`config.mk`:
```
export PLATFORM = sky130hd
export DESIGN_NAME = edge_detect_mc_flat
export DESIGN_NICKNAME = d
export VERILOG_FILES = /design/src/rtl/edge_detect_mc_if.sv /design/src/rtl/edge_detect_mc.sv /design/src/flat_wrapper.sv
export SDC_FILE = /design/constraint.sdc
export NUM_CORES = 1
export LEC_CHECK = 0
export BUFFER_PORTS_ARGS = -buffer_cell sky130_fd_sc_hd__buf_2
export CAP_MARGIN = 10
export CORE_AREA = 4 4 71 139
export CTS_BUF_LIST = sky130_fd_sc_hd__clkbuf_8 sky130_fd_sc_hd__clkbuf_16
export CTS_CLUSTER_DIAMETER = 150
export DETAILED_ROUTE_END_ITERATION = 8
export DIE_AREA = 0 0 75 143
export GPL_TIMING_DRIVEN = 0
export PLACE_DENSITY = 0.54
export SKIP_LAST_GASP = 1
export SLEW_MARGIN = 20
export SYNTH_ARGS = -nofsm -noshare
export SYNTH_HDL_FRONTEND = slang
export SYNTH_SLANG_ARGS = --single-unit
```
`constraint.sdc`:
```
create_clock -name clk -period 2 [get_ports clk]
set_input_delay 0.2 -clock clk [delete_from_list [all_inputs] [get_ports clk]]
set_output_delay 0.2 -clock clk [all_outputs]
set_load 0.005 [all_outputs]
```
`src/rtl/edge_detect_mc_if.sv`:
```
// Level-input / event-output bundle for edge_detect_mc.
// master drives the levels, modes and clear strobes; slave is the detector.
interface edge_detect_mc_if #(
    parameter int WIDTH = 4,
    parameter int CNT_W = 8
);
    logic [WIDTH-1:0]       data_in;
    logic [2*WIDTH-1:0]     mode;
    logic [WIDTH-1:0]       status_clr;
    logic [WIDTH-1:0]       cnt_clr;
    logic [WIDTH-1:0]       pulse_out;
    logic [WIDTH-1:0]       status;
    logic [WIDTH*CNT_W-1:0] count;
    logic                   irq;

    modport master (
        output data_in, mode, status_clr, cnt_clr,
        input  pulse_out, status, count, irq
    );

    modport slave (
        input  data_in, mode, status_clr, cnt_clr,
        output pulse_out, status, count, irq
    );
endinterface

```
`src/rtl/edge_detect_mc.sv`:
```
// Multi-channel edge detector: synchroniser, per-channel edge mode, sticky status, saturating counters.
// Optional 3-sample deglitch filter ahead of the detector when EDGE_DEGLITCH_EN is defined.
module edge_detect_mc #(
    parameter int WIDTH       = 4,
    parameter int SYNC_STAGES = 2,
    parameter int CNT_W       = 8
) (
    input  logic              clk,
    input  logic              rst_n,
    edge_detect_mc_if.slave   bus
);

    localparam logic [CNT_W-1:0] CNT_MAX = {CNT_W{1'b1}};
    localparam logic [CNT_W-1:0] CNT_ONE = {{(CNT_W-1){1'b0}}, 1'b1};

    function automatic logic edge_event(input logic [1:0] md, input logic rise, input logic fall);
        logic ev;
        case (md)
            2'b01:   ev = rise;
            2'b10:   ev = fall;
            2'b11:   ev = rise | fall;
            default: ev = 1'b0;
        endcase
        return ev;
    endfunction

    logic [WIDTH-1:0] sync_lvl_s;
    logic [WIDTH-1:0] lvl_s;

    generate
        if (SYNC_STAGES == 0) begin : g_nosync
            assign sync_lvl_s = bus.data_in;
        end else begin : g_sync
            logic [WIDTH-1:0] sync_q [SYNC_STAGES];
            logic [WIDTH-1:0] sync_d [SYNC_STAGES];

            // Next value of each synchroniser stage: shift the raw input down the chain.
            always_comb begin
                sync_d[0] = bus.data_in;
                for (int j = 1; j < SYNC_STAGES; j++) begin
                    sync_d[j] = sync_q[j-1];
                end
            end

            // Synchroniser flops.
            always_ff @(posedge clk or negedge rst_n) begin
                if (!rst_n) begin
                    for (int j = 0; j < SYNC_STAGES; j++) begin
                        sync_q[j] <= {WIDTH{1'b0}};
                    end
                end else begin
                    sync_q <= sync_d;
                end
            end

            assign sync_lvl_s = sync_q[SYNC_STAGES-1];
        end
    endgenerate

    logic [WIDTH-1:0] p_q, p_d;
    logic [WIDTH-1:0] pulse_q, pulse_d;
    logic [WIDTH-1:0] status_q, status_d;
    logic [WIDTH-1:0][CNT_W-1:0] cnt_q, cnt_d;

`ifdef EDGE_DEGLITCH_EN
    // The filter's held level is p itself: the detector compares the new filtered level against it.
    logic [WIDTH-1:0] h1_q, h1_d;
    logic [WIDTH-1:0] h2_q, h2_d;
    logic [WIDTH-1:0] stable_s;

    // Filtered level moves only when the last three samples of s agree.
    always_comb begin
        h1_d     = sync_lvl_s;
        h2_d     = h1_q;
        stable_s = ~(sync_lvl_s ^ h1_q) & ~(sync_lvl_s ^ h2_q);
        lvl_s    = (stable_s & sync_lvl_s) | (~stable_s & p_q);
    end

    // Deglitch sample history.
    always_ff @(posedge clk or negedge rst_n) begin
        if (!rst_n) begin
            h1_q <= {WIDTH{1'b0}};
            h2_q <= {WIDTH{1'b0}};
        end else begin
            h1_q <= h1_d;
            h2_q <= h2_d;
        end
    end
`else
    assign lvl_s = sync_lvl_s;
`endif

    // Per-channel event qualification, sticky status and saturating count.
    always_comb begin
        p_d      = lvl_s;
        pulse_d  = {WIDTH{1'b0}};
        status_d = status_q;
        cnt_d    = cnt_q;
        for (int i = 0; i < WIDTH; i++) begin
            pulse_d[i]  = edge_event(bus.mode[2*i +: 2], lvl_s[i] & ~p_q[i], ~lvl_s[i] & p_q[i]);
            // Set beats clear when both land in the same cycle.
            status_d[i] = pulse_d[i] | (status_q[i] & ~bus.status_clr[i]);
            if (bus.cnt_clr[i]) begin
                cnt_d[i] = pulse_d[i] ? CNT_ONE : {CNT_W{1'b0}};
            end else if (pulse_d[i] && (cnt_q[i] != CNT_MAX)) begin
                cnt_d[i] = cnt_q[i] + CNT_ONE;
            end else begin
                cnt_d[i] = cnt_q[i];
            end
        end
    end

    // Detector history, pulse, status and counter registers.
    always_ff @(posedge clk or negedge rst_n) begin
        if (!rst_n) begin
            p_q      <= {WIDTH{1'b0}};
            pulse_q  <= {WIDTH{1'b0}};
            status_q <= {WIDTH{1'b0}};
            for (int i = 0; i < WIDTH; i++) begin
                cnt_q[i] <= {CNT_W{1'b0}};
            end
        end else begin
            p_q      <= p_d;
            pulse_q  <= pulse_d;
            status_q <= status_d;
            cnt_q    <= cnt_d;
        end
    end

    assign bus.pulse_out = pulse_q;
    assign bus.status    = status_q;
    assign bus.count     = cnt_q;
    assign bus.irq       = |status_q;

endmodule
```
`src/flat_wrapper.sv`:
```
// flat-port wrapper written by rule: the top's interface ports become plain ports
module edge_detect_mc_flat 
#(
    parameter int WIDTH       = 4,
    parameter int SYNC_STAGES = 2,
    parameter int CNT_W       = 8
)
  (clk, rst_n, bus_data_in, bus_mode, bus_status_clr, bus_cnt_clr, bus_pulse_out, bus_status, bus_count, bus_irq);
  edge_detect_mc_if #(.WIDTH(WIDTH), .CNT_W(CNT_W)) bus_i ();
  input  logic clk;
  input  logic rst_n;
  input wire logic [$bits(bus_i.data_in)-1:0] bus_data_in;
  input wire logic [$bits(bus_i.mode)-1:0] bus_mode;
  input wire logic [$bits(bus_i.status_clr)-1:0] bus_status_clr;
  input wire logic [$bits(bus_i.cnt_clr)-1:0] bus_cnt_clr;
  output wire logic [$bits(bus_i.pulse_out)-1:0] bus_pulse_out;
  output wire logic [$bits(bus_i.status)-1:0] bus_status;
  output wire logic [$bits(bus_i.count)-1:0] bus_count;
  output wire logic [$bits(bus_i.irq)-1:0] bus_irq;
  assign bus_i.data_in = bus_data_in;
  assign bus_i.mode = bus_mode;
  assign bus_i.status_clr = bus_status_clr;
  assign bus_i.cnt_clr = bus_cnt_clr;
  assign bus_pulse_out = bus_i.pulse_out;
  assign bus_status = bus_i.status;
  assign bus_count = bus_i.count;
  assign bus_irq = bus_i.irq;
  edge_detect_mc #(.WIDTH(WIDTH), .SYNC_STAGES(SYNC_STAGES), .CNT_W(CNT_W)) u_core (.clk(clk), .rst_n(rst_n), .bus(bus_i));
endmodule
```
---- Word-level counts from Yosys, hierarchy flattened ----
Index checks and enable logic that the tools add are counted.
operators by class
  bitwise operators ....................... 32
  reductions and logical operators ........ 9
  div/mod/pow operators ................... 0
  add/subtract/negate cells ............... 4
  shift operators ......................... 0
  equal/unequal tests ..................... 16
  $mul .................................... 0
  order comparisons ....................... 0
  mux-type cells .......................... 16
operator list
  cell                                                              number
  8-bit two-way mux                                                 8
  8-bit by 1-bit adder with 8-bit output (second input constant)    4
  8-bit inequality test (second input constant)                     4
  2-bit == test (second input constant)                             8
  1-bit bitwise AND                                                 12
  1-bit inverter                                                    12
  1-bit case mux with 3 select lines                                4
  2-bit by 1-bit == test with 1-bit output (second input constant)  4
  1-bit bitwise OR                                                  8
  2-bit nonzero test                                                4
  1-bit logical AND                                                 4
  1-bit two-way mux                                                 4
  4-bit OR reduction                                                1
word-level totals
  memory bits (read-only) ................. 0
  input bits .............................. 22
  bits in registers ....................... 52
  latch bits .............................. 0
  output and inout port bits .............. 41
  logic and storage cells ................. 86
  bits in writable memories ............... 0
  memories kept ........................... 0

---- Logic depth before layout (Yosys ltp) ----
  depth after elaboration ................. 7
  gate-level depth with buffers ........... 8

---- Worst setup path before layout ----
OpenSTA, ideal clock, no wires.
  path type ............................... register to register
  from .................................... register u_core.cnt_q (netlist bit u_core.bus.count[8])
  to ...................................... register u_core.cnt_q (netlist bit u_core.bus.count[13])
  setup slack ............................. 0.305 ns
  stages on the path, launching flop included .. 7
  data required time ...................... 1.873 ns
  path buffers ............................ 0
  clock period less this slack ............ 1.695 ns
  arrival ................................. 1.567 ns
  library setup time ...................... 0.127 ns
  path through ............................ dfrtp_1 -> ha_1 -> and2_2 -> nand4_2 -> a21boi_4 -> nand4_1 -> mux2_1
between the ends
  word-level cells in the longest chain between the ends .. 3
  elaborated cells between the ends (all ways) .. 6
  those cells by class .................... add/sub (1); eq/ne (1); mux (2); reduce/logical (2)
ends and longest elaborated chain
  what                                                                             RTL line                                      RTL
  from (decl)                                                                      edge_detect_mc.sv:63                          logic [WIDTH-1:0][CNT_W-1:0] cnt_q, cnt_d;
  from (signal, indexed assignment)                                                edge_detect_mc.sv:120                         cnt_q[i] <= {CNT_W{1'b0}};
  from (signal assigned)                                                           edge_detect_mc.sv:126                         cnt_q <= cnt_d;
  8-bit by 1-bit adder with 8-bit output or 8-bit inequality test (tied branches)  edge_detect_mc.sv:106, edge_detect_mc.sv:105
  8-bit two-way mux or 1-bit logical AND (tied branches)                           edge_detect_mc.sv:105                         end else if (pulse_d[i] && (cnt_q[i] != CNT_MAX)) begin
  8-bit two-way mux or 2-bit nonzero test (tied branches)                          -
Parallel ways exist; a longest one is shown, timed or not. The select of a mux whose other input is x is not followed.
A chain may end at the register's enable or synchronous reset.

---- Worst setup path in the final report ----
  from .................................... register u_core.g_sync.sync_q (netlist bit u_core.lvl_s[3])
  to ...................................... register u_core.cnt_q (netlist bit u_core.bus.count[28])
between the ends
  word-level cells in the longest chain between the ends .. 6
  elaborated cells between the ends (all ways) .. 7
  those cells by class .................... mux (1); bitwise (4); reduce/logical (2)
ends and longest elaborated chain
  what                                    RTL line               RTL
  from (decl)                             edge_detect_mc.sv:34   logic [WIDTH-1:0] sync_q [SYNC_STAGES];
  from (signal, indexed assignment)       edge_detect_mc.sv:49   sync_q[j] <= {WIDTH{1'b0}};
  from (signal assigned)                  edge_detect_mc.sv:52   sync_q <= sync_d;
  1-bit inverter                          edge_detect_mc.sv:100  pulse_d[i] = edge_event(bus.mode[2*i +: 2], lvl_s[i] & ~p_q[i], ~lvl_s[i] & p_q[i]);
  1-bit bitwise AND                       edge_detect_mc.sv:100
  1-bit bitwise OR                        edge_detect_mc.sv:21   2'b11: ev = rise | fall;
  1-bit case mux with 3 select lines (*)  edge_detect_mc.sv:18   case (md)
  via u_core.pulse_d[3]                   edge_detect_mc.sv:61   logic [WIDTH-1:0] pulse_q, pulse_d;
  1-bit logical AND (*)                   edge_detect_mc.sv:105
  2-bit nonzero test (no line) (*)        -
The timed path passes the listed nets; every way through them passes the cells marked *.

==> results.tsv <==
metric	value	unit
Fillers	927	
Area Overhead vs Synth	24.4	%
Final setup viols	0	
Max Root-Sink Buffers	2	
RSZ-0062 raised after global routing	false	
critical path's slowest cell	dfrtp_1	
PwrDens	766	nW/µm²
period utilization	92.5	%
clock slew at reported path FFs	0.07	ns
Synth cell types	56	
DIE AREA	10700	µm²
initial DRC count	44	
mux share of post-synthesis cell area	2.75	%
compound-cell area share of the yosys netlist	12.3	%
CTS tree	built	
final hold violation count	0	
Max FO, Critical Path	9	
most frequent cell after synthesis	dfrtp_1	
die extent in x	75	µm
CP Capture Type	flop	
Cells after Synth	246	
layout cells sized above 1	27.4	%
vias	2023	
I/O Buffers	59	
DRT antenna net count	0	
Max VDD drop	0.371	mV
Detail Placement HPWL	4330	µm
area share of the largest cell type after synthesis	50.3	%
Fin Setup TNS	0	ns
Avg Cell Area, Syn	10.5	µm²
fraction of registers with async set/reset	100	%
Post-synth EDFFs	0	
worst r2r dst	u_core.bus.count[28]	
max cap viols	0	
total track usage	11.5	%
drc violations	0	
register area	1300	µm²
GRT overflow	0	
post-synth top area cell	dfrtp_1	
vias per cell	4.86	
simple-gate area share of the yosys netlist	23.4	%
Mapped Nets	280	
drt pass-1 iters	3	
Critical Path Start	u_core.lvl_s[3]	
worst r2r src	u_core.lvl_s[3]	
first-pass GRT wire length	9520	µm
#FFs+latches synth	52	
hold depth	1	
initial core utilization	29.1	%
post-route minimum period	1.85	ns
largest net degree at the start of global routing	53	
non-filler cells, final	416	
top cells by count, synth	52 x dfrtp_1, 17 x nor2_1, 16 x inv_1	
post_cts resized	0	
top post-synthesis cells by area	dfrtp_1 50%, ha_1 5.8%, a21oi_1 2.7%	
Placed Cells	407	
main combinational cell family by area after synthesis	simple AND/OR/NAND/NOR gates	
slew of the pin with the lowest slew margin	0.696	ns
critical path depth	7	
clk_skew	0.00583	ns
# IOs	63	
Antenna diodes	0	
Avg WL per Cell	14.0	µm
num rows	49	
WP buf/inv	1	
Netlist Area Pre-Place	2590	µm²
root buffer cell	clkbuf_16	
Slew headroom	53.6	%
Leak	1.56	nW
crit path capture	u_core.bus.count[28]	
reg2reg setup slack	0.15	ns
Sink Count	52	
f_max	541	MHz
critical path arrival	2.03	ns
Final Util	36.2	%
Post-Synth Adder-Cell Area	5.80	%
CTS buffer count	5	
critical path class	reg -> reg	
Post-Route WL	5810	µm
FF-to-FF path depth	7	
CTS H-tree depth	2	
clk_lat worst skew	0.29	ns
CP peak stage delay	0.40	ns
Synth warnings	0	
sequential fraction of the synthesis area	50.3	%
footprint of the multi-input gates	1200	µm²
cell chain of the critical path	ha_1, nor2b_1, o21ai_1, o21a_2, inv_2, and4_4, mux2_4	
Max Slew Vio Count	0	
gpl congestion	0.781	
Die Height	143	µm
min-delay worst type	in -> reg	
initial antenna violation count	0	
vias in the first global route	2073	
Critical Path RT	2.18	ns
Final #Nets	348	
core area	8890	µm²
delay-heaviest family, CP	flip-flops	
Post-synth top flop	dfrtp_1	
status	complete, no violations	
crit start category	flop	
Post-Synth XOR/XNOR Area	2.03	%
==> cell families after synthesis <==
group / Yosys count
XOR/XNOR: 6
AO/OA/AOI/OAI: 45
multiplexers: 6
adder cells (fa/ha/maj): 12
AND/OR/NAND/NOR: 102
buffers and inverters: 23
flip-flops: 52
==> worst register-to-register path: stages, from the launching register on <==
cell	delay, ns
dfrtp_1	0.40
ha_1	0.29
nor2b_1	0.12
o21ai_1	0.08
o21a_2	0.16
inv_2	0.15
and4_4	0.24
mux2_4	0.29
==> state kept, by name, indices dropped and copies added (netlist names) <==
signal and cells:
u_core.bus.pulse_out 4, u_core.p_q 4, u_core.bus.count 32, u_core.lvl_s 4, u_core.g_sync.sync_d 4, u_core.bus.status 4
==> where the power goes <==
part	internal (mW)	switching, mW
clock	0.710	0.375
combinational	0.103	0.135
sequential	1.10	0.0412
==> through the flow <==
| step | power (mW) | setup slack, ns | cell area, µm² | hold slack, ns |
|---|---|---|---|---|
| 2_1_floorplan | 1.28 | 0.305 | 2590 | -0.0956 |
| 3_3_place_gp | 1.40 | 0.193 | 3010 | 0.308 |
| 3_5_place_dp | 1.41 | 0.146 | 3010 | 0.298 |
| 4_1_cts | 2.52 | 0.136 | 3220 | 0.000738 |
| 5_1_grt | 2.59 | 0.0777 | 3220 | 0.00432 |
| 6_report | 2.47 | 0.150 | 3220 | 0.0144 |
==> metal layers <==
metal	global-route usage (%)	share of wire [%]
met4	6.10	2.6
met3	2.26	4.5
met2	20.7	55
met5	0	0
met1	12.1	38
==> layout make-up <==
class	instances	area share, %
Buffer	5	0.700
Clock buffer	5	3.89
Clock inverter	2	1.87
Inverter	18	2.10
Multi-Input combinational cell	171	37.2
Sequential cell	52	40.4
Tap cell	102	3.96
Timing Repair Buffer	61	9.87
==> how the worst min path moves through the flow <==
stage,start,end
after floorplan,rst_n,u_core.bus.count[0]
after global placement,bus_data_in[2],u_core.g_sync.sync_d[2]
after detailed placement,rst_n,u_core.g_sync.sync_d[3]
after CTS,bus_data_in[2],u_core.g_sync.sync_d[2]
after global routing,bus_data_in[2],u_core.g_sync.sync_d[2]
final,bus_data_in[0],u_core.g_sync.sync_d[0]
==> layout by cell type, fill, tap and decap left out, drive strengths merged, types with 11 or more instances in the layout <==
master,netlist,routed
nand2,15,15
nor2b,11,11
ha,12,12
buf,3,62
a21oi,14,14
inv,18,18
nand3,11,11
nor2,17,17
dfrtp,52,52
==> timing repair <==
item / 4_1_cts / 5_1_grt
setup endpoints to repair: 0 / 0
setup buffers: 0 / 0
hold endpoints to repair: 53 / 0
hold buffers: 2 / 0
(Power assumes the default switching activity.)
